[src/rtl/morse_decoder.sv]
// morse_decoder: times key presses/gaps on a tick base and decodes Morse into 6-bit character codes
module morse_decoder #(
    parameter int CNT_W     = 8,
    parameter int MIN_PRESS = 2,
    parameter int DOT_MAX   = 6,
    parameter int GAP_CHAR  = 10,
    parameter int GAP_WORD  = 30
) (
    input  logic       clk,
    input  logic       rst,
    input  logic       tick,
    input  logic       key,
    output logic [5:0] data,
    output logic       valid,
    output logic       err,
    output logic       wspace,
    output logic       busy
);
    typedef enum logic [1:0] {IDLE, PRESS, GAP} state_t;

    localparam logic [CNT_W-1:0] MIN_C  = CNT_W'(MIN_PRESS);
    localparam logic [CNT_W-1:0] DOT_C  = CNT_W'(DOT_MAX);
    localparam logic [CNT_W-1:0] CHAR_C = CNT_W'(GAP_CHAR);
    localparam logic [CNT_W-1:0] WORD_C = CNT_W'(GAP_WORD);

    state_t           state_q, state_d;
    logic [5:0]       data_q, data_d;
    logic             valid_q, valid_d, err_q, err_d, wspace_q, wspace_d;
    logic [4:0]       sym_code_q, sym_code_d;
    logic [2:0]       sym_width_q, sym_width_d;
    logic             ovf_q, ovf_d, word_arm_q, word_arm_d;
    logic [CNT_W-1:0] cnt_q, cnt_d, cnt_inc;
    logic             hit;
    logic [5:0]       idx;

    // Returns {hit, index}; code holds the first symbol at bit width-1.
    function automatic logic [6:0] lookup(input logic [2:0] w, input logic [4:0] c);
        case ({w, c})
            8'b101_11111: lookup = {1'b1, 6'd0};
            8'b101_01111: lookup = {1'b1, 6'd1};
            8'b101_00111: lookup = {1'b1, 6'd2};
            8'b101_00011: lookup = {1'b1, 6'd3};
            8'b101_00001: lookup = {1'b1, 6'd4};
            8'b101_00000: lookup = {1'b1, 6'd5};
            8'b101_10000: lookup = {1'b1, 6'd6};
            8'b101_11000: lookup = {1'b1, 6'd7};
            8'b101_11100: lookup = {1'b1, 6'd8};
            8'b101_11110: lookup = {1'b1, 6'd9};
            8'b010_00001: lookup = {1'b1, 6'd10};
            8'b100_01000: lookup = {1'b1, 6'd11};
            8'b100_01010: lookup = {1'b1, 6'd12};
            8'b011_00100: lookup = {1'b1, 6'd13};
            8'b001_00000: lookup = {1'b1, 6'd14};
            8'b100_00010: lookup = {1'b1, 6'd15};
            8'b011_00110: lookup = {1'b1, 6'd16};
            8'b100_00000: lookup = {1'b1, 6'd17};
            8'b010_00000: lookup = {1'b1, 6'd18};
            8'b100_00111: lookup = {1'b1, 6'd19};
            8'b011_00101: lookup = {1'b1, 6'd20};
            8'b100_00100: lookup = {1'b1, 6'd21};
            8'b010_00011: lookup = {1'b1, 6'd22};
            8'b010_00010: lookup = {1'b1, 6'd23};
            8'b011_00111: lookup = {1'b1, 6'd24};
            8'b100_00110: lookup = {1'b1, 6'd25};
            8'b100_01101: lookup = {1'b1, 6'd26};
            8'b011_00010: lookup = {1'b1, 6'd27};
            8'b011_00000: lookup = {1'b1, 6'd28};
            8'b001_00001: lookup = {1'b1, 6'd29};
            8'b011_00001: lookup = {1'b1, 6'd30};
            8'b100_00001: lookup = {1'b1, 6'd31};
            8'b011_00011: lookup = {1'b1, 6'd32};
            8'b100_01001: lookup = {1'b1, 6'd33};
            8'b100_01011: lookup = {1'b1, 6'd34};
            8'b100_01100: lookup = {1'b1, 6'd35};
            default:      lookup = 7'd0;
        endcase
    endfunction

    assign {hit, idx} = lookup(sym_width_q, sym_code_q);
    assign cnt_inc    = (&cnt_q) ? cnt_q : cnt_q + 1'b1;

    always_comb begin
        state_d     = state_q;
        data_d      = data_q;
        valid_d     = 1'b0;
        err_d       = 1'b0;
        wspace_d    = 1'b0;
        sym_code_d  = sym_code_q;
        sym_width_d = sym_width_q;
        ovf_d       = ovf_q;
        cnt_d       = cnt_q;
        word_arm_d  = word_arm_q;
        case (state_q)
            IDLE: begin
                if (key) begin
                    state_d = PRESS;
                    cnt_d   = '0;
                end else if (word_arm_q && tick) begin
                    cnt_d = cnt_inc;
                    if (cnt_inc == WORD_C) begin
                        wspace_d   = 1'b1;
                        word_arm_d = 1'b0;
                    end
                end
            end
            PRESS: begin
                if (key) begin
                    if (tick) cnt_d = cnt_inc;
                end else if (cnt_q < MIN_C) begin
                    state_d = (sym_width_q == 3'd0) ? IDLE : GAP;
                    cnt_d   = (sym_width_q == 3'd0) ? cnt_q : '0;
                end else begin
                    state_d = GAP;
                    cnt_d   = '0;
                    if (sym_width_q == 3'd5) begin
                        ovf_d = 1'b1;
                    end else begin
                        sym_code_d  = {sym_code_q[3:0], cnt_q >= DOT_C};
                        sym_width_d = sym_width_q + 3'd1;
                    end
                end
            end
            GAP: begin
                if (key) begin
                    state_d = PRESS;
                    cnt_d   = '0;
                end else if (tick) begin
                    cnt_d = cnt_inc;
                    if (cnt_inc == CHAR_C) begin
                        err_d       = ovf_q || !hit;
                        valid_d     = !ovf_q && hit;
                        data_d      = (!ovf_q && hit) ? idx : data_q;
                        sym_code_d  = '0;
                        sym_width_d = '0;
                        ovf_d       = 1'b0;
                        word_arm_d  = 1'b1;
                        state_d     = IDLE;
                    end
                end
            end
            default: state_d = IDLE;
        endcase
    end

    always_ff @(posedge clk) begin
        if (rst) begin
            state_q     <= IDLE;
            data_q      <= '0;
            valid_q     <= 1'b0;
            err_q       <= 1'b0;
            wspace_q    <= 1'b0;
            sym_code_q  <= '0;
            sym_width_q <= '0;
            ovf_q       <= 1'b0;
            cnt_q       <= '0;
            word_arm_q  <= 1'b0;
        end else begin
            state_q     <= state_d;
            data_q      <= data_d;
            valid_q     <= valid_d;
            err_q       <= err_d;
            wspace_q    <= wspace_d;
            sym_code_q  <= sym_code_d;
            sym_width_q <= sym_width_d;
            ovf_q       <= ovf_d;
            cnt_q       <= cnt_d;
            word_arm_q  <= word_arm_d;
        end
    end

    assign data   = data_q;
    assign valid  = valid_q;
    assign err    = err_q;
    assign wspace = wspace_q;
    assign busy   = (state_q == PRESS) || (state_q == GAP);
endmodule

[config.mk]
export PLATFORM = sky130hd
export DESIGN_NAME = morse_decoder
export DESIGN_NICKNAME = d
export VERILOG_FILES = /design/src/rtl/morse_decoder.sv
export SDC_FILE = /design/constraint.sdc
export NUM_CORES = 1
export LEC_CHECK = 0
export BUFFER_PORTS_ARGS = -buffer_cell sky130_fd_sc_hd__buf_4
export CORE_UTILIZATION = 56
export CTS_CLUSTER_SIZE = 14
export DETAILED_ROUTE_END_ITERATION = 12
export GPL_TIMING_DRIVEN = 1
export HOLD_SLACK_MARGIN = 0.08
export PLACE_DENSITY = 0.78
export SLEW_MARGIN = 5
export SYNTH_ARGS = -nofsm -noshare
export SYNTH_HDL_FRONTEND = slang
export SYNTH_SLANG_ARGS = --single-unit
[constraint.sdc]
create_clock -name clk -period 2.2 [get_ports clk]
set_input_delay 0.33 -clock clk [delete_from_list [all_inputs] [get_ports clk]]
set_output_delay 0.33 -clock clk [all_outputs]
set_load 0.01 [all_outputs]
==> metrics.txt <==
asr flop ratio synth=0; Most common cell on crit path=buf_4; worst rel slew slack=0.634; GRT overflow=0; critical path's slowest cell=or4b_4; initial antenna violation count=0; Worst setup EP type=register; max cap viols=0; number of global-route vias before repair=2344; Synth cell types=76; Net Sw Frac=0.285; Pleak=~0.0012 uW; delay of the slowest critical-path stage=between 0.5 and 0.6 ns; worst vdd ir=0.581 mV; ANT nets after route=0; Post-synth top flop=dfxtp_1; pre-CTS setup slack=-0.189 ns; First DRT Iteration DRCs=~310; CTS H-tree lvls=2; DRC=0; FF-to-FF path depth=8; CTS tree=done; worst r2r src=sym_width_q[0]$_SDFFE_PP0P_; pwr/cell area=around 470 mW/mm^2; critical path launch point type=register; Post-synth EDFFs=0; Final Non-Filler Cells=roughly 420; RSZ-0062 raised after global routing=yes; hold path endpoint=wspace$_SDFF_PP0_; Syn Area/Cell=a little under 8 sq um; row count=23; post-synth top area cell=dfxtp_1; CORE AREA=between 0.004 and 0.005 sq mm; f_max=roughly 460 MHz; pin count of the biggest net entering global routing=24; Clock Root Buffer=clkbuf_8; Seq cells post-synth=29; Hold WS=~0.42 ns; # setup viols final=0; Total Routing Usage GR=0.312; crit share post-route=0.992; final hold vios=0; final WL=7150 microns; Clock Skews=approximately 0.005 ns; worst endpoint required time=~2.4 ns; share of layout cells above drive strength 1=0.347; I/O pin count=14; Die Area=between 0.004 and 0.005 sq mm; Setup CP Type=reg -> reg; worst setup margin=around 0.019 ns; net switching power=approximately 440 uW; hold path start=rst; clk buf depth=2; Synthesis Warnings=0; first-pass GRT wire length=11000 microns; Initial Utilization=0.605; reg2reg setup slack=approximately 0.019 ns; final core occ=0.794; WL/cell=~17 microns; clock sink count=29; nets@finish=384; Mapped Nets=~330; Crit path max-delay family=simple AND/OR/NAND/NOR gates; WP data arrival=~2.3 ns; most frequent cells after synthesis=dfxtp_1, nand2_1, nor2_1; Total Power=1530 uW; R2R Path End=data[4]$_SDFFE_PP0P_; final max-slew violation count=0; Int Pwr=roughly 1100 uW; Clk pin slew, worst setup/hold paths=0.07 ns; cts bufs inserted=5; sequential area share after synthesis=0.232; clock share of power=0.378; CP Buf/Inv Count=2; gpl congestion=roughly 0.96; router iterations before antenna repair=5; post-layout min period=2.18 ns; worst hold stages=2; synth top area cells=dfxtp_1, a211oi_1, ha_1, nand2_1, nand3_1; share of the synthesized area in the top cell type=0.232; crit-path cells=buf_4 -> or4b_4 -> nor2_2 -> a32o_2 -> nor4b_4 -> buf_4 -> a2111oi_4 -> a211oi_1; Syn Inst Count=316; Flop pwr share=0.363; Max FO, Critical Path=7; vias after detailed routing=around 2700; Post-CTS Hold Buffers=0; Placed Cells=410; hpwl dp=approximately 5000 microns; Slew @ Worst Pin=0.548 ns; Gate power share=0.259; min-delay worst type=in -> reg; final antenna diode count=0; Area Overhead vs Synth=31.4%; Skew-Pair Late Insertion Delay=roughly 0.28 ns; status=completed; DIE WIDTH=between 60 and 70 microns; Die Y=approximately 70 microns; Vias/cell=between 6 and 7; PortBufs=13; synthesized cell area=around 0.0025 sq mm
## layout make-up
class / instances / area (sq um)
multi-input combinational: 243 / 1860
fill: 278 / 852
sequential: 29 / 597
timing repair buffer: 75 / 588
clock buffer: 7 / 86.3
inverter: 17 / 63.8
tap: 50 / 62.6
clock inverter: 1 / 30.0
## flip-flops by register name, indices dropped and copies added, names as in the netlist
register,count
cnt_q,8
data,6
sym_code_q,5
sym_width_q,3
state_q,2
err,1
ovf_q,1
valid,1
word_arm_q,1
wspace,1
## routing by layer
layer	track usage	routed length, microns
met1	0.433	3190
met2	0.501	3380
met3	0.0592	528
met4	0.0612	58
met5	0	0
## worst max-delay path by stage
stage	startpoint	end	slack, ns	depth (start not counted)
final	sym_width_q[0]$_SDFFE_PP0P_	data[4]$_SDFFE_PP0P_	0.02	8
after global placement	sym_width_q[1]$_SDFFE_PP0P_	cnt_q[7]$_SDFFE_PP0P_	-0.10	7
after CTS	sym_code_q[4]$_SDFFE_PP0P_	data[0]$_SDFFE_PP0P_	0.0005	7
after floorplan	cnt_q[1]$_SDFFE_PP0P_	data[0]$_SDFFE_PP0P_	0.03	7
after global routing	sym_width_q[0]$_SDFFE_PP0P_	data[4]$_SDFFE_PP0P_	-0.06	8
after detailed placement	sym_width_q[1]$_SDFFE_PP0P_	cnt_q[7]$_SDFFE_PP0P_	-0.19	7
## power by group through the flow
| stage | Combinational, uW | Clock [uW] | Sequential, uW |
|---|---|---|---|
| 5_1_grt | 426 | 603 | 559 |
| 2_1_floorplan | 226 | 0 | 557 |
| 6_report | 397 | 580 | 557 |
| 3_5_place_dp | 345 | 0 | 565 |
| 3_3_place_gp | 339 | 0 | 565 |
| 4_1_cts | 353 | 582 | 554 |
## what timing repair did
item                                    CTS  global route
hold endpoints to repair                  0             0
resized for setup                         7            34
endpoints found under the setup margin   12            26
setup buffers                             0             4
pin swaps                                 1             4
## placed cells by master (no fill, tap or decap), types with 3 or more instances in the layout
master	netlist	final
buf_4	2	73
nand2_1	29	28
dfxtp_1	29	20
nor2_1	20	19
nand3_1	16	16
inv_1	15	15
a21oi_1	12	12
a211oi_1	16	12
nor3_1	12	10
o21ai_0	10	8
ha_1	9	8
nand2b_1	7	7
dfxtp_2	0	7
o211ai_1	6	6
mux2i_1	7	6
clkbuf_8	0	6
nand4_1	5	5
a211oi_2	1	5
nor2b_1	4	4
o31ai_1	3	3
and2_1	3	3
nand3b_1	3	3
nor4bb_1	4	3
nor2_2	2	3
a2111oi_4	1	3
o32ai_1	3	3
## metrics by stage
stage / setup TNS, ns / area, sq um
6_report: 0 / 3290
3_3_place_gp: -0.472 / 2970
2_1_floorplan: 0 / 2510
4_1_cts: 0 / 3110
5_1_grt: -0.189 / 3290
3_5_place_dp: -0.993 / 2970
## logic make-up after synthesis
family	share of synthesized area
multiplexers	0.0280
AND/OR/NAND/NOR	0.331
adder cells (fa/ha/maj)	0.0449
XOR/XNOR	0.00699
flip-flops	0.232
AO/OA/AOI/OAI	0.276
buffers and inverters	0.0819
No activity file was read; power rests on OpenSTA's default activity.
